<file path="config.mk">
export PLATFORM = sky130hd
export DESIGN_NAME = vc_fifo_bank
export DESIGN_NICKNAME = d
export VERILOG_FILES = /design/src/rtl/vc_fifo_bank.sv
export SDC_FILE = /design/constraint.sdc
export NUM_CORES = 1
export LEC_CHECK = 0
export ABC_AREA = 1
export ABC_CLOCK_PERIOD_IN_PS = 3400
export CORE_MARGIN = 8
export CORE_UTILIZATION = 60
export DETAILED_ROUTE_END_ITERATION = 10
export GPL_TIMING_DRIVEN = 0
export MAX_ROUTING_LAYER = met4
export PLACE_DENSITY_LB_ADDON = 0.15
export REMOVE_ABC_BUFFERS = 1
export SLEW_MARGIN = 20
export SYNTH_ARGS = -nofsm -noshare
export SYNTH_HDL_FRONTEND = slang
export SYNTH_SLANG_ARGS = --single-unit
</file>
<file path="constraint.sdc">
create_clock -name clk -period 3.4 [get_ports clk]
set_input_delay 0.85 -clock clk [delete_from_list [all_inputs] [get_ports clk]]
set_output_delay 0.85 -clock clk [all_outputs]
set_load 0.02 [all_outputs]
</file>
<file path="src/rtl/vc_fifo_bank.sv">
// Bank of NUM_VC circular FIFOs, one per virtual channel, sharing a single write
// port and a single registered read port, with per-VC fill levels, flags and sticky errors.
module vc_fifo_bank #(
  parameter  int BW     = 6,
  parameter  int DEPTH  = 8,
  parameter  int NUM_VC = 2,
  localparam int VCW    = (NUM_VC > 1) ? $clog2(NUM_VC) : 1,
  localparam int FW     = $clog2(DEPTH + 1)
) (
  input  logic                 clk,
  input  logic                 reset,
  input  logic                 wr_en,
  input  logic [VCW-1:0]       wr_vc,
  input  logic [BW-1:0]        wr_data,
  input  logic                 rd_en,
  input  logic [VCW-1:0]       rd_vc,
  output logic [BW-1:0]        rd_data,
  output logic                 rd_valid,
  input  logic [FW-1:0]        af_thr,
  input  logic [FW-1:0]        ae_thr,
  input  logic                 err_clr,
  output logic [NUM_VC*FW-1:0] fill,
  output logic [NUM_VC-1:0]    full,
  output logic [NUM_VC-1:0]    empty,
  output logic [NUM_VC-1:0]    almost_full,
  output logic [NUM_VC-1:0]    almost_empty,
  output logic [NUM_VC-1:0]    err_overflow,
  output logic [NUM_VC-1:0]    err_underflow,
  output logic                 err_any
);

  localparam int PW = (DEPTH > 1) ? $clog2(DEPTH) : 1;

  logic [BW-1:0] mem [NUM_VC][DEPTH];
  logic [PW-1:0] wr_ptr [NUM_VC];
  logic [PW-1:0] rd_ptr [NUM_VC];
  logic [FW-1:0] fill_q [NUM_VC];

  logic              wr_vc_ok;
  logic              rd_vc_ok;
  logic [NUM_VC-1:0] wr_acc;
  logic [NUM_VC-1:0] rd_acc;
  logic [NUM_VC-1:0] wr_rej;
  logic [NUM_VC-1:0] rd_rej;
  logic [BW-1:0]     rd_word;

  // A select can only be out of range when NUM_VC is not a power of two
  if (NUM_VC == (1 << VCW)) begin : g_vc_full_range
    assign wr_vc_ok = 1'b1;
    assign rd_vc_ok = 1'b1;
  end else begin : g_vc_partial_range
    assign wr_vc_ok = (wr_vc < VCW'(NUM_VC));
    assign rd_vc_ok = (rd_vc < VCW'(NUM_VC));
  end

  // A full VC still accepts a write when the same cycle frees a slot on it
  always_comb begin
    wr_acc  = '0;
    rd_acc  = '0;
    wr_rej  = '0;
    rd_rej  = '0;
    rd_word = '0;
    for (int i = 0; i < NUM_VC; i++) begin
      if (rd_en && rd_vc_ok && (rd_vc == VCW'(i))) begin
        rd_acc[i] = (fill_q[i] != '0);
        rd_rej[i] = (fill_q[i] == '0);
      end
      if (wr_en && wr_vc_ok && (wr_vc == VCW'(i))) begin
        wr_acc[i] = (fill_q[i] != FW'(DEPTH)) || rd_acc[i];
        wr_rej[i] = !wr_acc[i];
      end
      if (rd_acc[i]) begin
        rd_word = mem[i][rd_ptr[i]];
      end
    end
  end

  always_ff @(posedge clk) begin
    for (int i = 0; i < NUM_VC; i++) begin
      if (wr_acc[i]) begin
        mem[i][wr_ptr[i]] <= wr_data;
      end
    end
  end

  always_ff @(posedge clk) begin
    if (reset) begin
      for (int i = 0; i < NUM_VC; i++) begin
        wr_ptr[i] <= '0;
        rd_ptr[i] <= '0;
        fill_q[i] <= '0;
      end
      err_overflow  <= '0;
      err_underflow <= '0;
      rd_data       <= '0;
      rd_valid      <= 1'b0;
    end else begin
      for (int i = 0; i < NUM_VC; i++) begin
        if (wr_acc[i]) begin
          wr_ptr[i] <= (wr_ptr[i] == PW'(DEPTH - 1)) ? '0 : wr_ptr[i] + PW'(1);
        end
        if (rd_acc[i]) begin
          rd_ptr[i] <= (rd_ptr[i] == PW'(DEPTH - 1)) ? '0 : rd_ptr[i] + PW'(1);
        end
        if (wr_acc[i] && !rd_acc[i]) begin
          fill_q[i] <= fill_q[i] + FW'(1);
        end else if (rd_acc[i] && !wr_acc[i]) begin
          fill_q[i] <= fill_q[i] - FW'(1);
        end
      end
      if (err_clr) begin
        err_overflow  <= '0;
        err_underflow <= '0;
      end else begin
        err_overflow  <= err_overflow | wr_rej;
        err_underflow <= err_underflow | rd_rej;
      end
      rd_valid <= |rd_acc;
      if (|rd_acc) begin
        rd_data <= rd_word;
      end
    end
  end

  for (genvar g = 0; g < NUM_VC; g++) begin : g_flags
    assign fill[g*FW +: FW] = fill_q[g];
    assign full[g]          = (fill_q[g] == FW'(DEPTH));
    assign empty[g]         = (fill_q[g] == '0);
    assign almost_full[g]   = (fill_q[g] >= af_thr);
    assign almost_empty[g]  = (fill_q[g] <= ae_thr);
  end

  assign err_any = |{err_overflow, err_underflow};

endmodule
</file>
# After elaboration in Yosys (flattened, before gate mapping)
# Memory sizes are Yosys's and may differ from the RTL's.
# Cells that the tools add are included.
# totals
regBits	11
mem_bits_rw	116
inputBits	21
elab_cells	141
memories	4
# memory_table
name	depth	width	read_ports	rd_clocked_by_memory_dff	write_ports	line_no	text
mem	2	48	2	0	1	34	logic [BW-1:0] mem [NUM_VC][DEPTH];
fill_q	2	4	2	0	2	37	logic [FW-1:0] fill_q [NUM_VC];
rd_ptr	2	3	2	0	2	36	logic [PW-1:0] rd_ptr [NUM_VC];
wr_ptr	2	3	2	0	2	35	logic [PW-1:0] wr_ptr [NUM_VC];
# classes
n_addsub	8
magnitude_cmp	10
eq_ne	8
mux	65
bitwise_logic	16
n_reduce_logical	26
# ops
op	count
$mux 48	4
$mux 6	8
$reduce_or 48->1	1
$mux 1	37
$bmux 6 s3	2
$demux 6 s3	2
$mux 3	8
$ge 4x4->1 const B	4
$mux 4	4
$not 3->4	4
$add 3x1->3 const B	4
$eq 3x3->1 const B	4
$logic_and 1x1->1	10
$add 4x1->4 const B	2
$eq 4x4->1 const B	2
$ge 4x4->1	2
$le 4x4->1	2
$logic_not 4->1	2
$lt 4x1->1 const B	2
$ne 4x4->1 const B	2
$or 1x1->1	8
$reduce_bool 4->1	2
$sub 4x1->4 const B	2
$logic_not 1->1	6
5 further kinds	9

# Longest topological paths before layout
# Gate-level depths: netlist (run 1).
# depth
word_depth	12
ltp_mapped	14
depth_no_buf	14

# Least setup slack after synthesis (run 1)
# OpenSTA, ideal clock, no wires.
# synth_path
path_kind	input -> output
start	input port ae_thr[1]
end	output port almost_empty[0]
t_arrival_ns	1.932
t_required_ns	2.550
slack_ns	0.618
path_stages	5
path_buffers	0
cell_sequence	inv_1 -> ha_1 -> a21oi_1 -> nor2_1 -> o32ai_1
# synth_via
elab_chain_cells	1
# synth_lines
item	line_no	text
from (decl)	20	input logic [FW-1:0] ae_thr,
$le 4x4->1	130	assign almost_empty[g] = (fill_q[g] <= ae_thr);
to (decl)	26	output logic [NUM_VC-1:0] almost_empty,
# No other way between the ends.

# Final worst setup path (run 1)
# layout_path
start	input port ae_thr[1]
end	output port almost_empty[1]
# Same word-level chain as after synthesis.

==> flow_metrics.tcl, run 1 <==
set metrics [dict create \
    slowest_stage "clkdlybuf4s50_1" \
    slew_violations 0 \
    cpPeakStageDelay_ps 460 \
    slew_headroom 0.367 \
    die_w_um 118 \
    critPathMaxFanout 2 \
    dr_total_vias 4479 \
    period_share 0.979 \
    ctsRootBufferMaster "clkbuf_8" \
    ant_nets 0 \
    max_freq_mhz 300 \
    insertion_delay_ps 520 \
    pre_cts_slack_ps -250 \
    dr.pass1.iters 5 \
    cts_tree "done" \
    yosys_warnings 0 \
    max_cap_violations 0 \
    synth_seq_cells 127 \
    critPathCaptureType "primary output" \
    wl_met2_mm 6.43 \
    status "complete, no violations" \
    drt-total-wl_mm 13.1 \
    routed.top_layer "met4" \
    grt_pass1_wl_mm 21.6 \
    detailed_place_hpwl_mm 9.00 \
    syn_avg_cell_area_um2 9.56 \
    wl_per_cell_um 15.4 \
    grt_pass1_vias 4548 \
    setup_ws_ps 70.7 \
    ir_drop_uv 333 \
    synthTopCellsByArea "edfxtp_1, nand2_1, inv_1" \
    synth_cells 653 \
    cp-start-kind "input pin" \
    drt_iter0_markers 325 \
    die-area_um2 13900 \
    synth_top_cell_by_area "edfxtp_1" \
    ctsHoldBuffers 0 \
    antenna_cells 0 \
    power.total_mw 4.20 \
    core_area_um2 10200 \
    port_buffers 48 \
    clock_sinks 127 \
    hp-class "flop to flop" \
    syn_to_final_growth_pct 18.8 \
    synth_top_cell_area_share 0.558 \
    worst_pin_slew_ps 949 \
    io-pin-count 49 \
    die_y_um 118 \
    antenna_found_initial 0 \
    grt_overflow 0 \
    path_class "input pin to primary output" \
    cp_cell_sequence "clkdlybuf4s50_1 -> inv_1 -> ha_1 -> a21oi_1 -> nor2_1 -> o32ai_1 -> clkdlybuf4s15_1" \
    netlist_area_um2 6240 \
    hold_violations 0 \
    place_area_um2 6810 \
    remaining_drc_errors 0 \
    final.min_clock_period_ps 3330 \
    htree_num_levels 4 \
    grt_max_degree 28 \
    synth_seq_area_share 0.593 \
    leakagePower_nw 3.33 \
    rsz0062_at_grt "false" \
    cts_max_path_buffers 2 \
    rows 37 \
    powerDensity_nw_per_um2 567 \
    worst-endpoint-required_ps 2550 \
    reg2reg_depth 14 \
    met1Wirelength_mm 5.58 \
    dr_wl_met3_um 807 \
    finClkSkew_ps 8.77 \
    place_congestion 0.887 \
    setup_viol 0 \
    vias_per_cell 5.24 \
    nets 755 \
    whs_path_depth 2 \
    arrival_ps 2480 \
    cts_made_buffers 17 \
    holdWs_ps 479 \
    synth.distinct_cells 31 \
    start_util 0.610 \
    grt_use_total 0.204 \
    design_area_um2 7410 \
    cts.reportedPaths.clkPinSlew_ps 60 \
    drive_gt1_frac 0.0891 \
]
==> critical path, delay by kind of cell <==
family                     cells  cell delay [ps]
buffers and inverters          3              870
AOI/OAI and AO/OA              2              410
adders and majority gates      1              300
and+or+nand+nor                1               50
==> state kept, by name, summed over array words and instances (netlist names) <==
register	flops
err_overflow	2
err_underflow	2
fill_q	8
mem	96
rd_data	6
rd_ptr	6
rd_valid	1
wr_ptr	6
==> path summary, 6_finish.rpt <==
path / from / slack (ps) / endpoint
hold / removal: err_overflow[0] / 480 / err_overflow[0]
hold reg to reg: err_overflow[0] / 480 / err_overflow[0]
setup reg to reg: fill_q[0][1] / 850 / fill_q[0][3]
setup / recovery: ae_thr[1] / 70 / almost_empty[1]
==> layout make-up <==
| type | count | area, um2 |
|---|---|---|
| multi-input cells | 388 | 1990 |
| flip-flops and latches | 127 | 3700 |
| inverters | 123 | 462 |
| well taps | 136 | 170 |
| clock buffers | 19 | 442 |
| repair buffers | 48 | 480 |
| fillers | 715 | 2820 |
| clock inverters | 13 | 164 |
==> cells in the mapped netlist <==
cell type  number
fa_1            1
xnor2_1         2
nor2_1         34
nand4_1         6
nand2_4         3
edfxtp_1      116
o211ai_1        2
ha_1           28
dfxtp_1        11
or2_1           1
buf_4           6
inv_2          12
xor2_1          3
buf_2           4
nand3_4         1
nor3_4          1
or2_2           1
nand2_1       197
nand2_2         5
nand3_1        80
o32ai_1         2
nand3_2         1
o21ai_0         1
nor2_2          7
or2_4           1
o31ai_1         1
a21oi_2         1
inv_1         111
buf_1           2
clkbuf_1        3
a21oi_1         9
==> metal layers <==
metal | up-vias | track usage
li1 | 2213 | -
met1 | 2079 | 0.237
met2 | 159 | 0.325
met3 | 28 | 0.0508
met4 | 0 | 0.100
met5 | - | -
==> metrics by stage <==
step,instances,TNS [ps],util
finish,854,0,0.725
global route,854,0,0.725
global placement,822,-405,0.665
CTS,854,0,0.724
detailed placement,822,-476,0.665
floorplan,638,0,-
==> power breakdown <==
part           leakage [nW]  internal, mW  switching, mW
Clock                 0.284          1.15          0.649
Sequential             1.17          1.77         0.0732
Combinational          1.88         0.213          0.344
==> cells by family after synthesis <==
logic type | after synthesis | share of synthesized area
buf+inv | 138 | 0.0874
compound gates | 16 | 0.0158
flops | 127 | 0.593
simple gates | 338 | 0.237
fa+ha+maj | 29 | 0.0593
xor+xnor | 5 | 0.00702
==> cell usage in the layout (no fill, tap or decap), types with 2 or more instances in the layout <==
cell type        Yosys  routed
nand2_1            197     197
clkbuf_8             0       3
dfxtp_1             11      11
ha_1                28      28
clkinv_4             0       4
edfxtp_1           116     116
xnor2_1              2       2
nor2_2               7       7
nand2_2              5       5
o211ai_1             2       2
clkbuf_16            0      16
nand3_1             80      80
nand4_1              6       6
bufinv_16            0       3
xor2_1               3       3
dlygate4sd2_1        0       2
clkinvlp_4           0       4
nand2_4              3       3
inv_1              111     111
a21oi_1              9       9
clkdlybuf4s50_1      0      44
o32ai_1              2       2
inv_2               12      12
nor2_1              34      34
==> timing repair <==
item,CTS,global route
endpoints found under the hold margin,0,0
setup buffers,0,0
gates resized for setup,3,2
setup endpoints to repair,3,2
(Power assumes the default switching activity.)
==> inputs of run 2 (changes only) <==
--- a/config.mk
+++ b/config.mk
@@ -11,7 +11,6 @@
 export CORE_UTILIZATION = 60
 export DETAILED_ROUTE_END_ITERATION = 10
 export GPL_TIMING_DRIVEN = 0
-export MAX_ROUTING_LAYER = met4
 export PLACE_DENSITY_LB_ADDON = 0.15
 export REMOVE_ABC_BUFFERS = 1
 export SLEW_MARGIN = 20
==> run 2 against run 1 <==
  * Utilization did not move
  * Power barely moved
  * Global-route usage fell by 0.58 points
  * Sequential power barely moved
  * Sequential cell count did not move
  * Critical path type unchanged
==> flow_metrics.tcl, run 2 (same netlist as run 1, synthesis figures left out) <==
set metrics [dict create \
    path_buf_inv 3 \
    antenna_found_initial 0 \
    place_congestion 0.873 \
    clock_sinks 127 \
    remaining_drc_errors 0 \
    critPathMaxFanout 2 \
    syn_to_final_growth_pct 18.8 \
    antenna_cells 0 \
    cp-start-kind "input pin" \
    worst-endpoint-required_ps 2550 \
    nets 755 \
    grt_max_degree 28 \
    largest_reg_flops 96 \
    max_freq_mhz 300 \
    slew_violations 0 \
    grt_pass1_wl_mm 21.6 \
    core_area_um2 10200 \
    detailed_place_hpwl_mm 9.00 \
    powerDensity_nw_per_um2 567 \
    slowest_stage "clkdlybuf4s50_1" \
    dr_total_vias 4471 \
    worst_pin_slew_ps 959 \
    slew_headroom 0.361 \
    worst_r2r_endpoint "fill_q[0][3]" \
    status "complete, no violations" \
    dr.pass1.iters 5 \
    reg2reg_depth 14 \
    grt_pass1_vias 4547 \
    vias_per_cell 5.24 \
    die-area_um2 13900 \
    ir_drop_uv 333 \
    drive_gt1_frac 0.0891 \
    die_w_um 118 \
    cts_max_path_buffers 2 \
    setup_viol 0 \
    io-pin-count 49 \
    layout_common_cells "nand2_1, edfxtp_1, inv_1" \
    arrival_ps 2480 \
    cpPeakStageDelay_ps 460 \
    drt_iter0_markers 353 \
    hp-class "flop to flop" \
    setup_tns_ps 0 \
    cts.reportedPaths.clkPinSlew_ps 60 \
    whs_path_depth 2 \
    reg2reg_from "fill_q[0][1]" \
    die_y_um 118 \
    critPathCaptureType "primary output" \
    reg2reg_slack_ps 850 \
    cts_setup_buffers 0 \
    cp_top_family "buffers and inverters" \
    ctsRootBufferMaster "clkbuf_8" \
    hold_violations 0 \
    leakagePower_nw 3.33 \
    cp_cell_sequence "clkdlybuf4s50_1 -> inv_1 -> ha_1 -> a21oi_1 -> nor2_1 -> o32ai_1 -> clkdlybuf4s15_1" \
    ctsHoldBuffers 0 \
    wl_per_cell_um 15.4 \
    cts_made_buffers 17 \
    cts_tree "done" \
    port_buffers 48 \
    max_cap_violations 0 \
    final_common_cell "nand2_1" \
    holdWs_ps 476 \
    fin_util 0.725 \
    hp-start "err_overflow[0]" \
    ant_nets 0 \
    start_util 0.610 \
    min_to "err_overflow[0]" \
    grt_overflow 0 \
    final.min_clock_period_ps 3330 \
    rows 37 \
    grt_use_total 0.198 \
    insertion_delay_ps 520 \
    rsz0062_at_grt "false" \
    path_class "input pin to primary output" \
    finClkSkew_ps 8.70 \
    htree_num_levels 4 \
    period_share 0.979 \
    drt-total-wl_mm 13.1 \
]
-- run 2: cell counts in the layout (fill, tap and decap cells not counted) --
No cell type changed its count.
-- run 2: repair_timing --
item | CTS | global route
hold endpoints to repair | 0 | 0
resized for setup | 3 | 2
setup endpoints to repair | 3 | 2
-- run 2: cell type report --
class,instances,area [um2]
Clock buffer,19,442
Clock inverter,13,164
Fill cell,715,2820
Inverter,123,462
Multi-Input combinational cell,388,1990
Sequential cell,127,3700
Tap cell,136,170
Timing Repair Buffer,48,480
-- run 2: tightest hold or removal path: cells and delay by family (launching register included) --
family / cells / cell delay (ps)
buf+inv: 1 / 60
compound gates: 1 / 60
flops: 1 / 310
-- run 2: metrics by stage --
step | std cells | total power, mW | worst slack, ps | instance area [um2]
6_report | 854 | 4.20 | 70.7 | 7410
4_1_cts | 854 | 4.22 | 11.4 | 7410
2_1_floorplan | 638 | 2.20 | 618 | 6160
3_3_place_gp | 822 | 2.41 | -225 | 6810
5_1_grt | 854 | 4.36 | 6.51 | 7410
3_5_place_dp | 822 | 2.43 | -250 | 6810
-- run 2: report_power, final --
group | internal [mW] | switching, mW | leakage [nW]
logic | 0.213 | 0.344 | 1.88
registers | 1.77 | 0.0732 | 1.17
clock network | 1.15 | 0.647 | 0.284
-- run 2: per-layer routing --
layer	up-vias	track usage	wire (um)
li1	2206	-	-
met1	2064	0.233	5400
met2	172	0.325	6410
met3	29	0.0571	981
met4	0	0.100	346
met5	-	0	0
-- run 2: worst max path at each step --
| stage | endpoint | startpoint | cells past startpoint |
|---|---|---|---|
| after floorplan | almost_empty[0] | ae_thr[1] | 5 |
| after global placement | almost_empty[1] | ae_thr[1] | 7 |
| after detailed placement | almost_empty[1] | ae_thr[1] | 7 |
| after CTS | almost_full[0] | af_thr[1] | 8 |
| after global routing | almost_empty[1] | ae_thr[1] | 7 |
| final | almost_empty[1] | ae_thr[1] | 7 |
==> inputs of run 3 (changes only) <==
--- a/config.mk
+++ b/config.mk
@@ -7,8 +7,9 @@
 export LEC_CHECK = 0
 export ABC_AREA = 1
 export ABC_CLOCK_PERIOD_IN_PS = 3400
-export CORE_MARGIN = 8
+export CORE_MARGIN = 1.5
 export CORE_UTILIZATION = 60
+export CTS_CLUSTER_SIZE = 40
 export DETAILED_ROUTE_END_ITERATION = 10
 export GPL_TIMING_DRIVEN = 0
 export PLACE_DENSITY_LB_ADDON = 0.15
==> run 3 against run 2 <==
  * Highest routed layer unchanged
  * Sequential cell count stayed put
  * Die area is 21% lower
  * Sequential power hardly changed
  * Combinational power hardly changed
  * Critical path depth stayed put
  * Fmax is 1.2% higher
  * Largest cell class unchanged
==> flow_metrics.tcl, run 3 (same netlist as run 1, synthesis figures left out) <==
set metrics [dict create \
    cts_resized 3 \
    max_cap_violations 0 \
    syn_to_final_growth_pct 18.3 \
    hp-start "err_overflow[0]" \
    antenna_cells 0 \
    cp-startpoint "ae_thr[1]" \
    arrival_ps 2440 \
    path_class "input pin to primary output" \
    place_area_um2 6810 \
    period_share 0.968 \
    grt_pass1_vias 4651 \
    dr.pass1.iters 5 \
    vias_per_cell 5.27 \
    grtUsageMet3 0.0630 \
    final_common_cell "nand2_1" \
    layout_common_cells "nand2_1, edfxtp_1, inv_1" \
    ctsHoldBuffers 0 \
    detailed_place_hpwl_mm 8.87 \
    setup_viol 0 \
    slew_violations 0 \
    antenna_found_initial 0 \
    htree_num_levels 4 \
    hp-class "flop to flop" \
    finClkSkew_ps 5.70 \
    die_y_um 105 \
    grt_max_degree 28 \
    busiest_layer "met2" \
    largest_reg_flops 96 \
    met2_usage 0.451 \
    port_buffers 48 \
    nets 755 \
    remaining_drc_errors 0 \
    ant_nets 0 \
    cts_tree "done" \
    place_congestion 0.862 \
    reg2reg_from "fill_q[0][1]" \
    critPathMaxFanout 2 \
    cts_setup_buffers 0 \
    design_area_um2 7380 \
    worst_pin_slew_ps 983 \
    status "complete, no violations" \
    cts.reportedPaths.clkPinSlew_ps 60 \
    hold_violations 0 \
    die-area_um2 11000 \
    drt_iter0_markers 412 \
    drive_gt1_frac 0.0919 \
    reg2reg_depth 14 \
    insertion_delay_ps 520 \
    grt_pass1_wl_mm 22.3 \
    min_to "err_overflow[0]" \
    ir_drop_uv 302 \
    rows 37 \
    dr_total_vias 4504 \
    worst-endpoint-required_ps 2550 \
    powerDensity_nw_per_um2 560 \
    fillers 708 \
    wl_per_cell_um 15.4 \
    start_util 0.613 \
    cts_made_buffers 17 \
    leakagePower_nw 3.31 \
    drt-total-wl_mm 13.1 \
    whs_path_depth 2 \
    holdWs_ps 481 \
    grt_overflow 0 \
    critPathCaptureType "primary output" \
    gr-usage-met1 0.323 \
    io-pin-count 49 \
    reg2reg_slack_ps 910 \
    rsz0062_at_grt "false" \
    core_area_um2 10200 \
    grt_use_total 0.264 \
    clock_sinks 127 \
    die_w_um 105 \
    cp-start-kind "input pin" \
    power.total_mw 4.13 \
    max_freq_mhz 304 \
    ctsRootBufferMaster "clkbuf_8" \
    final.min_clock_period_ps 3290 \
    worst_r2r_endpoint "fill_q[0][3]" \
    cts_max_path_buffers 2 \
    slew_headroom 0.344 \
]
-- run 3: cell types whose count changed in the layout (fill, tap and decap cells not counted) --
cell,change
inv_6,+3
bufinv_16,-1
clkbuf_2,+1
clkinvlp_4,+1
clkdlybuf4s15_1,-1
clkinv_1,-1
clkbuf_8,-2
-- run 3: critical path, stage by stage --
cell and delay (ps):
clkdlybuf4s50_1 460, inv_1 60, ha_1 300, a21oi_1 140, nor2_1 50, o32ai_1 210
dlygate4sd2_1 370
-- run 3: per-layer routing --
layer / share of wire / routed length, um / up-vias
li1: - / - / 2207
met1: 0.40 / 5200 / 2071
met2: 0.50 / 6600 / 196
met3: 0.080 / 1050 / 30
met4: 0.022 / 287 / 0
met5: 0 / 0 / -
-- run 3: per-stage QoR --
stage,worst slack [ps],utilization,setup TNS [ps],std cells
global route,33.2,0.725,0,854
floorplan,618,-,0,638
global placement,-177,0.668,-327,822
CTS,6.44,0.725,0,854
finish,109,0.725,0,854
detailed placement,-238,0.668,-449,822
-- run 3: how the worst max path moves through the flow --
stage | endpoint | slack (ps) | cells after the start
2_1_floorplan | almost_empty[0] | 620 | 5
3_3_place_gp | almost_empty[1] | -180 | 7
3_5_place_dp | almost_empty[1] | -240 | 7
4_1_cts | almost_full[0] | 6 | 8
5_1_grt | almost_empty[0] | 30 | 7
6_report | almost_empty[0] | 110 | 7
-- run 3: final cells by class --
type | instances | area [um2] | area share
inverters | 123 | 462 | 0.0626
repair buffers | 48 | 475 | 0.0644
flip-flops and latches | 127 | 3700 | 0.502
multi-input cells | 388 | 1990 | 0.270
well taps | 136 | 170 | 0.0231
clock inverters | 15 | 164 | 0.0222
clock buffers | 17 | 414 | 0.0561
-- run 3: report_power, final --
| part | leakage, nW | switching [mW] | internal, mW | total (mW) |
|---|---|---|---|---|
| clock network | 0.267 | 0.682 | 1.05 | 1.73 |
| logic | 1.88 | 0.343 | 0.212 | 0.554 |
| registers | 1.17 | 0.0764 | 1.77 | 1.85 |
